==> src/rtl/ex_mem_stage.sv <==
// EX/MEM boundary: latches ALU result, store data and controls, owns Z/V/N flags, sticky halt and retired count.
// One-cycle latency; stall holds every register, flush, idle and halted cycles insert a bubble.
module ex_mem_stage #(
  parameter int DATA_W = 16,
  parameter int REG_W  = 4
) (
  input  logic              clk,
  input  logic              rst,
  input  logic              stall,
  input  logic              flush,
  input  logic              ex_valid,
  input  logic [3:0]        ex_opcode,
  input  logic [DATA_W-1:0] ex_alu_result,
  input  logic              ex_ovfl,
  input  logic [DATA_W-1:0] ex_store_data,
  input  logic [REG_W-1:0]  ex_dst,
  input  logic              ex_reg_write,
  input  logic              ex_mem_read,
  input  logic              ex_mem_write,
  input  logic              ex_halt,
  output logic              mem_valid,
  output logic [3:0]        mem_opcode,
  output logic [DATA_W-1:0] mem_alu_result,
  output logic [DATA_W-1:0] mem_store_data,
  output logic [REG_W-1:0]  mem_dst,
  output logic              mem_reg_write,
  output logic              mem_mem_read,
  output logic              mem_mem_write,
  output logic              flag_z,
  output logic              flag_v,
  output logic              flag_n,
  output logic              halted,
  output logic [15:0]       retired
);

  localparam logic [3:0] OP_ADD = 4'b0000;
  localparam logic [3:0] OP_SUB = 4'b0001;
  localparam logic [3:0] OP_XOR = 4'b0010;
  localparam logic [3:0] OP_SLL = 4'b0100;
  localparam logic [3:0] OP_SRA = 4'b0101;
  localparam logic [3:0] OP_ROR = 4'b0110;

  logic commit;
  logic updZ;
  logic updVn;
  logic resZero;
  logic retiredMax;

  assign commit     = ex_valid & ~flush & ~stall & ~halted;
  assign resZero    = (ex_alu_result == '0);
  assign retiredMax = (retired == 16'hFFFF);

  // Arithmetic ops set all three flags; logic/shift ops only touch Z.
  always_comb begin
    updZ  = 1'b0;
    updVn = 1'b0;
    case (ex_opcode)
      OP_ADD, OP_SUB: begin
        updZ  = 1'b1;
        updVn = 1'b1;
      end
      OP_XOR, OP_SLL, OP_SRA, OP_ROR: updZ = 1'b1;
      default: begin
        updZ  = 1'b0;
        updVn = 1'b0;
      end
    endcase
  end

  always_ff @(posedge clk) begin
    if (rst) begin
      mem_valid      <= 1'b0;
      mem_opcode     <= '0;
      mem_alu_result <= '0;
      mem_store_data <= '0;
      mem_dst        <= '0;
      mem_reg_write  <= 1'b0;
      mem_mem_read   <= 1'b0;
      mem_mem_write  <= 1'b0;
      flag_z         <= 1'b0;
      flag_v         <= 1'b0;
      flag_n         <= 1'b0;
      halted         <= 1'b0;
      retired        <= '0;
    end else if (flush || (!stall && !commit)) begin
      // Bubble: data fields keep stale values, only valid and controls drop.
      mem_valid     <= 1'b0;
      mem_reg_write <= 1'b0;
      mem_mem_read  <= 1'b0;
      mem_mem_write <= 1'b0;
    end else if (commit) begin
      mem_valid      <= 1'b1;
      mem_opcode     <= ex_opcode;
      mem_alu_result <= ex_alu_result;
      mem_store_data <= ex_store_data;
      mem_dst        <= ex_dst;
      mem_reg_write  <= ex_reg_write;
      mem_mem_read   <= ex_mem_read;
      mem_mem_write  <= ex_mem_write;
      if (updZ) flag_z <= resZero;
      if (updVn) begin
        flag_v <= ex_ovfl;
        flag_n <= ex_alu_result[DATA_W-1];
      end
      if (ex_halt) halted <= 1'b1;
      if (!retiredMax) retired <= retired + 16'd1;
    end
  end

endmodule

==> config.mk <==
export PLATFORM = sky130hd
export DESIGN_NAME = ex_mem_stage
export DESIGN_NICKNAME = d
export VERILOG_FILES = /design/src/rtl/ex_mem_stage.sv
export SDC_FILE = /design/constraint.sdc
export NUM_CORES = 1
export LEC_CHECK = 0
export CAP_MARGIN = 25
export CORE_UTILIZATION = 41
export DETAILED_ROUTE_END_ITERATION = 7
export PLACE_DENSITY = 0.81
export SLEW_MARGIN = 0
export SYNTH_ARGS = -nofsm -noshare
export SYNTH_HDL_FRONTEND = slang
export SYNTH_SLANG_ARGS = --single-unit
==> constraint.sdc <==
create_clock -name clk -period 2.3 [get_ports clk]
set_clock_uncertainty 0.1 [all_clocks]
set_input_delay 0.46 -clock clk [delete_from_list [all_inputs] [get_ports clk]]
set_output_delay 0.46 -clock clk [all_outputs]
set_load 0.01 [all_outputs]
==> summary.md, run 1 <==
| Metric | Value |
|---|---|
| Fin cells | `512` |
| First-pass GRT wire length | `between 10000 and 15000 µm` |
| Crit Path Class | `input port to flop` |
| Slowest cell on crit path | `clkdlybuf4s50_1` |
| Total track usage | `21.73%` |
| Placement Setup Slack | `-346.6 ps` |
| Worst Max-Slew Pin Slew | `548.6 ps` |
| Area grow syn2layout | `58.39%` |
| DR vias | `2635` |
| Highest Clock Rate | `around 0.47 GHz` |
| Internal reg-to-reg setup slack | `about 320 ps` |
| Ys async rst share | `0%` |
| Worst-path fanout max | `5` |
| Fin nets | `483` |
| Power Dens Cells | `588.0 mW/mm²` |
| Placer's final routability congestion estimate | `0.7756` |
| Prevailing post-synth register cell | `dfxtp_1` |
| Crit-path most repeated cell | `buf_4` |
| CTS tree | `built` |
| Router iterations before antenna repair | `4` |
| Initial DRC count | `142` |
| Starting Density | `a little over two fifths` |
| Hold buffers post-CTS | `0` |
| Final WS setup | `162.7 ps` |
| Count leader, synth | `nand2_1` |
| Dpl hpwl | `slightly below 5000 µm` |
| Design area | `0.004005 mm²` |
| Wire length per cell | `13.50 µm` |
| Synth top area cells | `dfxtp_1 (51%), nand2_1 (14%), a21oi_1 (11%)` |
| Seq/Total Area, Yosys | `50.67%` |
| Post-Syn Nets | `361` |
| Post-DP Area | `0.003802 mm²` |
| Die height | `just over 80 µm` |
| Congestion Overflow GR | `0` |
| Slew headroom | `63.43%` |
| H-tree levels | `3` |
| Die ar. | `0.006486 mm²` |
| Yosys reg bits | `64` |
| Min Hold Slack | `roughly 350 ps` |
| Number of CTS-inserted buffers | `9` |
| Static Leak | `roughly 1.4 nW` |
| Critical path's top delay family | `buffers and inverters` |
| Layout cell share with drive strength beyond 1 | `9.382%` |
| Input/output buffers | `113` |
| Total core area | `a little under 0.006 mm²` |
| Synth area leader | `dfxtp_1` |
| ANT nets after route | `0` |
| Num Clock Sinks | `64` |
| Placed insts | `about 500` |
| GR Util met1 | `between 20% and 30%` |
| Via count of the first global-routing pass | `2427` |
| Top-area cell type share of the netlist area | `50.67%` |
| Met2 Track Usage GR | `37.12%` |
| CP Launch Type | `input port` |
| CTS clk-pin slew, worst paths | `60 ps` |
| Cell area after synthesis | `0.002529 mm²` |
| Avg Inst Size Synth | `8.157 µm²` |
| Final Critical Period | `2137 ps` |
| Via density | `a little over 5` |
| Yosys Warn Count | `0` |
| Met3 Use GR | `under 10%` |
| Status | `finished, final reports clean` |
| Initial antenna violation count | `0` |
| DRT Wirelength | `roughly 7000 µm` |
| Fin crit share | `92.93%` |
| Hold crit path type | `flop to flop` |
| Worst skew pair latency | `320 ps` |
| VDD IR-drop max | `0.4109 mV` |
| Root buf cell | `clkbuf_8` |
| WP data arrival | `2290 ps` |
| Final Util | `between 60% and 70%` |
| Pins Over Slew Limit | `0` |
| Final setup vio count | `0` |
| Slowest stage delay, CP | `430 ps` |
| Antenna cells | `0` |
| Post-synth top cells | `nand2_1 (92), dfxtp_1 (64), a21oi_1 (55)` |
| Final hold viol count | `0` |
| Busiest layer in global routing | `met2` |
| Number of max-capacitance violations reported | `0` |
| RSZ-0062 raised after global routing | `no` |
| Die Width | `80.54 µm` |
| # DRC | `0` |
| Crit path capture type | `flop` |
| Pin count of the biggest net entering global routing | `46` |
| Crit path buf inv count | `4` |
| I/O Pins | `~110` |
| Setup TNS | `0 ps` |
| Max Buffers Root-to-Sink | `2` |
| Post-CTS setup buffer count | `0` |
| Mapped Cells | `310` |
| Cells along the critical path | `clkdlybuf4s50_1 > buf_4 > nor4b_4 > buf_4 > buf_4 > nand3_1 > or4_1 > a21oi_1` |
| Worst EP required | `2450 ps` |
| Pwr Total | `2.355 mW` |
| Synth unique cells | `35` |
| Rows | `28` |
| Post-synth EDFFs | `0` |
[cells in the final DEF (no fill, tap or decap), types with 6 or more instances in the layout]
cell type,synthesis,routed
buf_4,0,18
clkbuf_8,0,11
nor2_1,8,8
o31ai_1,6,6
o21ai_0,6,6
or4_1,7,7
clkdlybuf4s50_1,0,112
a21oi_1,55,55
dfxtp_1,64,64
nand2_1,92,92
[sequential cells by signal, summed over array words and instances, names as in the netlist]
register	flops
mem_dst	4
mem_store_data	16
mem_opcode	4
flag_v	1
retired	16
halted	1
mem_mem_read	1
mem_reg_write	1
mem_alu_result	16
mem_mem_write	1
flag_n	1
flag_z	1
mem_valid	1
[timing repair]
| action | 4_1_cts | 5_1_grt |
|---|---|---|
| hold endpoints to repair | 0 | 0 |
| endpoints found under the setup margin | 1 | 0 |
| resized for setup | 1 | 0 |
[logic make-up (layout without fill, tap and decap cells)]
family / count (synthesis) / in the layout / synth area share, %
buffers and inverters: 24 / 151 / 3.810
flip-flops: 64 / 64 / 50.67
AND/OR/NAND/NOR: 143 / 143 / 27.36
adder cells (fa/ha/maj): 1 / 1 / 0.4947
AO/OA/AOI/OAI: 74 / 74 / 16.03
multiplexers: 4 / 4 / 1.633
[worst min-delay path, cell delays in order, from the launching register on]
cell     delay [ps]
dfxtp_1         310
nand2_1          50
a21oi_1          50
[path summary, 6_finish.rpt]
| kind | endpoint | depth (start not counted) | from |
|---|---|---|---|
| hold reg to reg | mem_alu_result[7] | 2 | mem_alu_result[7] |
| setup reg to reg | retired[14] | 4 | retired[10] |
| hold / removal | mem_alu_result[7] | 2 | mem_alu_result[7] |
| setup / recovery | retired[7] | 8 | stall |
[area by class of cell]
type                            count  area (µm²)
Fill cell                         493        1916
Sequential cell                    64        1281
Timing Repair Buffer              131        1261
Multi-Input combinational cell    222        1155
Clock buffer                       13       158.9
Tap cell                           75       93.84
Clock inverter                      3       40.04
Inverter                            4       15.01
[per-layer routing]
| layer | routed length, µm | up-vias |
|---|---|---|
| met3 | 519 | 10 |
| met5 | 0 | - |
| met1 | 2900 | 1216 |
| met4 | 120 | 0 |
| met2 | 3372 | 90 |
| li1 | - | 1319 |
[power breakdown]
group | switching (mW) | leakage [nW] | internal [mW]
Clock | 0.398 | 0.103 | 0.557
Sequential | 0.0135 | 0.519 | 1.13
Combinational | 0.106 | 0.736 | 0.146
No activity file was read; power rests on OpenSTA's default activity.
==> run 2: changes to the inputs <==
--- a/config.mk
+++ b/config.mk
@@ -5,6 +5,7 @@
 export SDC_FILE = /design/constraint.sdc
 export NUM_CORES = 1
 export LEC_CHECK = 0
+export ABC_CLOCK_PERIOD_IN_PS = 2300
 export CAP_MARGIN = 25
 export CORE_UTILIZATION = 41
 export DETAILED_ROUTE_END_ITERATION = 7
==> results of run 2 <==
No change in the layout: final DEF, timing and power equal those of run 1.
==> run 3: changes to the inputs <==
--- a/config.mk
+++ b/config.mk
@@ -5,7 +5,7 @@
 export SDC_FILE = /design/constraint.sdc
 export NUM_CORES = 1
 export LEC_CHECK = 0
-export ABC_CLOCK_PERIOD_IN_PS = 2300
+export ABC_CLOCK_PERIOD_IN_PS = 2400
 export CAP_MARGIN = 25
 export CORE_UTILIZATION = 41
 export DETAILED_ROUTE_END_ITERATION = 7
==> constraint.sdc (replaced) <==
create_clock -name clk -period 2.4 [get_ports clk]
set_clock_uncertainty 0.1 [all_clocks]
set_input_delay 0.48 -clock clk [delete_from_list [all_inputs] [get_ports clk]]
set_output_delay 0.48 -clock clk [all_outputs]
set_load 0.01 [all_outputs]
==> run 3 against run 2 <==
Compared with the run above: clock-buffer cell count down 1; flip-flop and latch count did not move; cell count shrank 0.59%; hold slack about the same; cell area about the same; first-iteration DRC count is 45% lower; routed wire length hardly changed; combinational power down 5%; via count is 0.65% lower; die area did not move; worst setup slack worse by 75 ps; core utilization about the same; highest routed layer unchanged.
==> summary.md, run 3 (synthesis results as in run 1) <==
| Metric | Value |
|---|---|
| Most frequent cells in the layout | `clkdlybuf4s50_1 (112), nand2_1 (92), dfxtp_1 (64), a21oi_1 (55), buf_4 (16)` |
| Power Dens Cells | `a little under 600 mW/mm²` |
| Worst Max-Slew Pin Slew | `547.7 ps` |
| Hold buffers post-CTS | `0` |
| HP Start | `mem_alu_result[7]` |
| Total track usage | `a little over a fifth` |
| Layout cell share with drive strength beyond 1 | `8.986%` |
| Pin count of the biggest net entering global routing | `46` |
| Highest Clock Rate | `about 0.43 GHz` |
| Hold depth | `2` |
| Root buf cell | `clkbuf_8` |
| Hold Path Sink | `mem_alu_result[7]` |
| Crit Path Class | `input port to flop` |
| Pwr Total | `2.360 mW` |
| Fin nets | `481` |
| Number of CTS-inserted buffers | `9` |
| DR vias | `approximately 2600` |
| Internal reg-to-reg setup slack | `290 ps` |
| I/O Pins | `114` |
| Worst-path fanout max | `10` |
| Final hold viol count | `0` |
| Status | `finished, final reports clean` |
| Congestion Overflow GR | `0` |
| # fillers | `roughly 500` |
| Cells along the critical path | `clkdlybuf4s50_1 > or4b_2 > nor4b_1 > mux2_2` |
| Slowest cell on crit path | `or4b_2` |
| Die Width | `around 81 µm` |
| Placer's final routability congestion estimate | `approximately 0.75` |
| # DRC | `0` |
| ANT nets after route | `0` |
| Number of max-capacitance violations reported | `0` |
| Initial antenna violation count | `0` |
| Hold crit path type | `flop to flop` |
| Worst skew pair latency | `330 ps` |
| CTS clk-pin slew, worst paths | `60 ps` |
| Via density | `5.143` |
| Rows | `28` |
| Via count of the first global-routing pass | `2416` |
| Register Area | `approximately 0.0013 mm²` |
| CP Launch Type | `input port` |
| Pins Over Slew Limit | `0` |
| Crit path capture type | `flop` |
| Dpl hpwl | `4835 µm` |
| Slowest stage delay, CP | `760 ps` |
| Worst EP required | `2520 ps` |
| RSZ-0062 raised after global routing | `no` |
| WP data arrival | `2430 ps` |
| Reg2reg start | `halted` |
| Reg2reg path depth | `3` |
| Largest registers | `mem_alu_result (16), mem_store_data (16), retired (16)` |
| DRT Wirelength | `slightly below 7000 µm` |
| Design area | `~0.004 mm²` |
| Fin crit share | `96.36%` |
| Input/output buffers | `~110` |
| Placed insts | `494` |
| Final setup vio count | `0` |
| Final Critical Period | `~2300 ps` |
| Most common cell after layout, fill and taps aside | `clkdlybuf4s50_1` |
| H-tree levels | `3` |
| CTS resizes | `0` |
| Post-DP Area | `0.003787 mm²` |
| Num Clock Sinks | `64` |
| Initial DRC count | `78` |
| Router iterations before antenna repair | `4` |
| First-pass GRT wire length | `between 10000 and 15000 µm` |
| Static Leak | `1.355 nW` |
| Fin cells | `between 500 and 600` |
| Max Buffers Root-to-Sink | `2` |
| Slew headroom | `63.49%` |
| Post-CTS setup buffer count | `0` |
| Area grow syn2layout | `58.49%` |
| Die height | `around 80 µm` |
| RR Endpoint | `retired[6]` |
| Final Util | `~68%` |
| Die ar. | `around 0.0065 mm²` |
| VDD IR-drop max | `0.4692 mV` |
| Wire length per cell | `~14 µm` |
| CTS tree | `built` |
| Area of the multi-input gates | `~0.0012 mm²` |
| Total core area | `between 0.005 and 0.006 mm²` |
| Antenna cells | `0` |
| Starting Density | `42.71%` |
-- run 3: worst max-delay path: cells and delay by family --
family                 cells  cell delay, ps
AND/OR/NAND/NOR            2            1080
buffers and inverters      1             500
multiplexers               1             370
-- run 3: layout make-up --
cell class / instances / share of cell area, %
clock buffer: 12 / 3.871
clock inverter: 3 / 1.623
sequential: 64 / 31.97
multi-input combinational: 222 / 28.72
tap: 75 / 2.342
inverter: 4 / 0.3746
timing repair buffer: 129 / 31.10
-- run 3: where the power goes --
group | internal (mW) | switching [mW]
Combinational | 0.139 | 0.101
Clock | 0.635 | 0.385
Sequential | 1.09 | 0.0138
Total | 1.86 | 0.500
-- run 3: per-layer routing --
layer / GRT usage (%) / up-vias / wire (µm)
met1: 25.37 / 1199 / 2978
met4: 11.25 / 0 / 107
met2: 36.36 / 98 / 3268
li1: - / 1313 / -
met3: 5.795 / 8 / 553
met5: 0 / - / 0
-- run 3: worst max path at each step --
stage / start / to / slack (ps) / cells after the start
floorplan: stall / retired[6] / 440 / 4
global placement: ex_valid / retired[6] / -210 / 4
detailed placement: ex_valid / retired[6] / -260 / 4
CTS: ex_valid / retired[6] / 100 / 4
global route: ex_valid / retired[6] / 6 / 4
finish: ex_valid / retired[6] / 90 / 4
-- run 3: stage by stage --
step                setup TNS (ps)  setup slack [ps]  hold WS, ps
CTS                              0             97.24        353.8
global route                     0             6.450        365.6
finish                           0             87.29        353.8
floorplan                        0             440.1        380.5
global placement             -3178            -209.0        340.0
detailed placement           -5236            -256.5        346.7
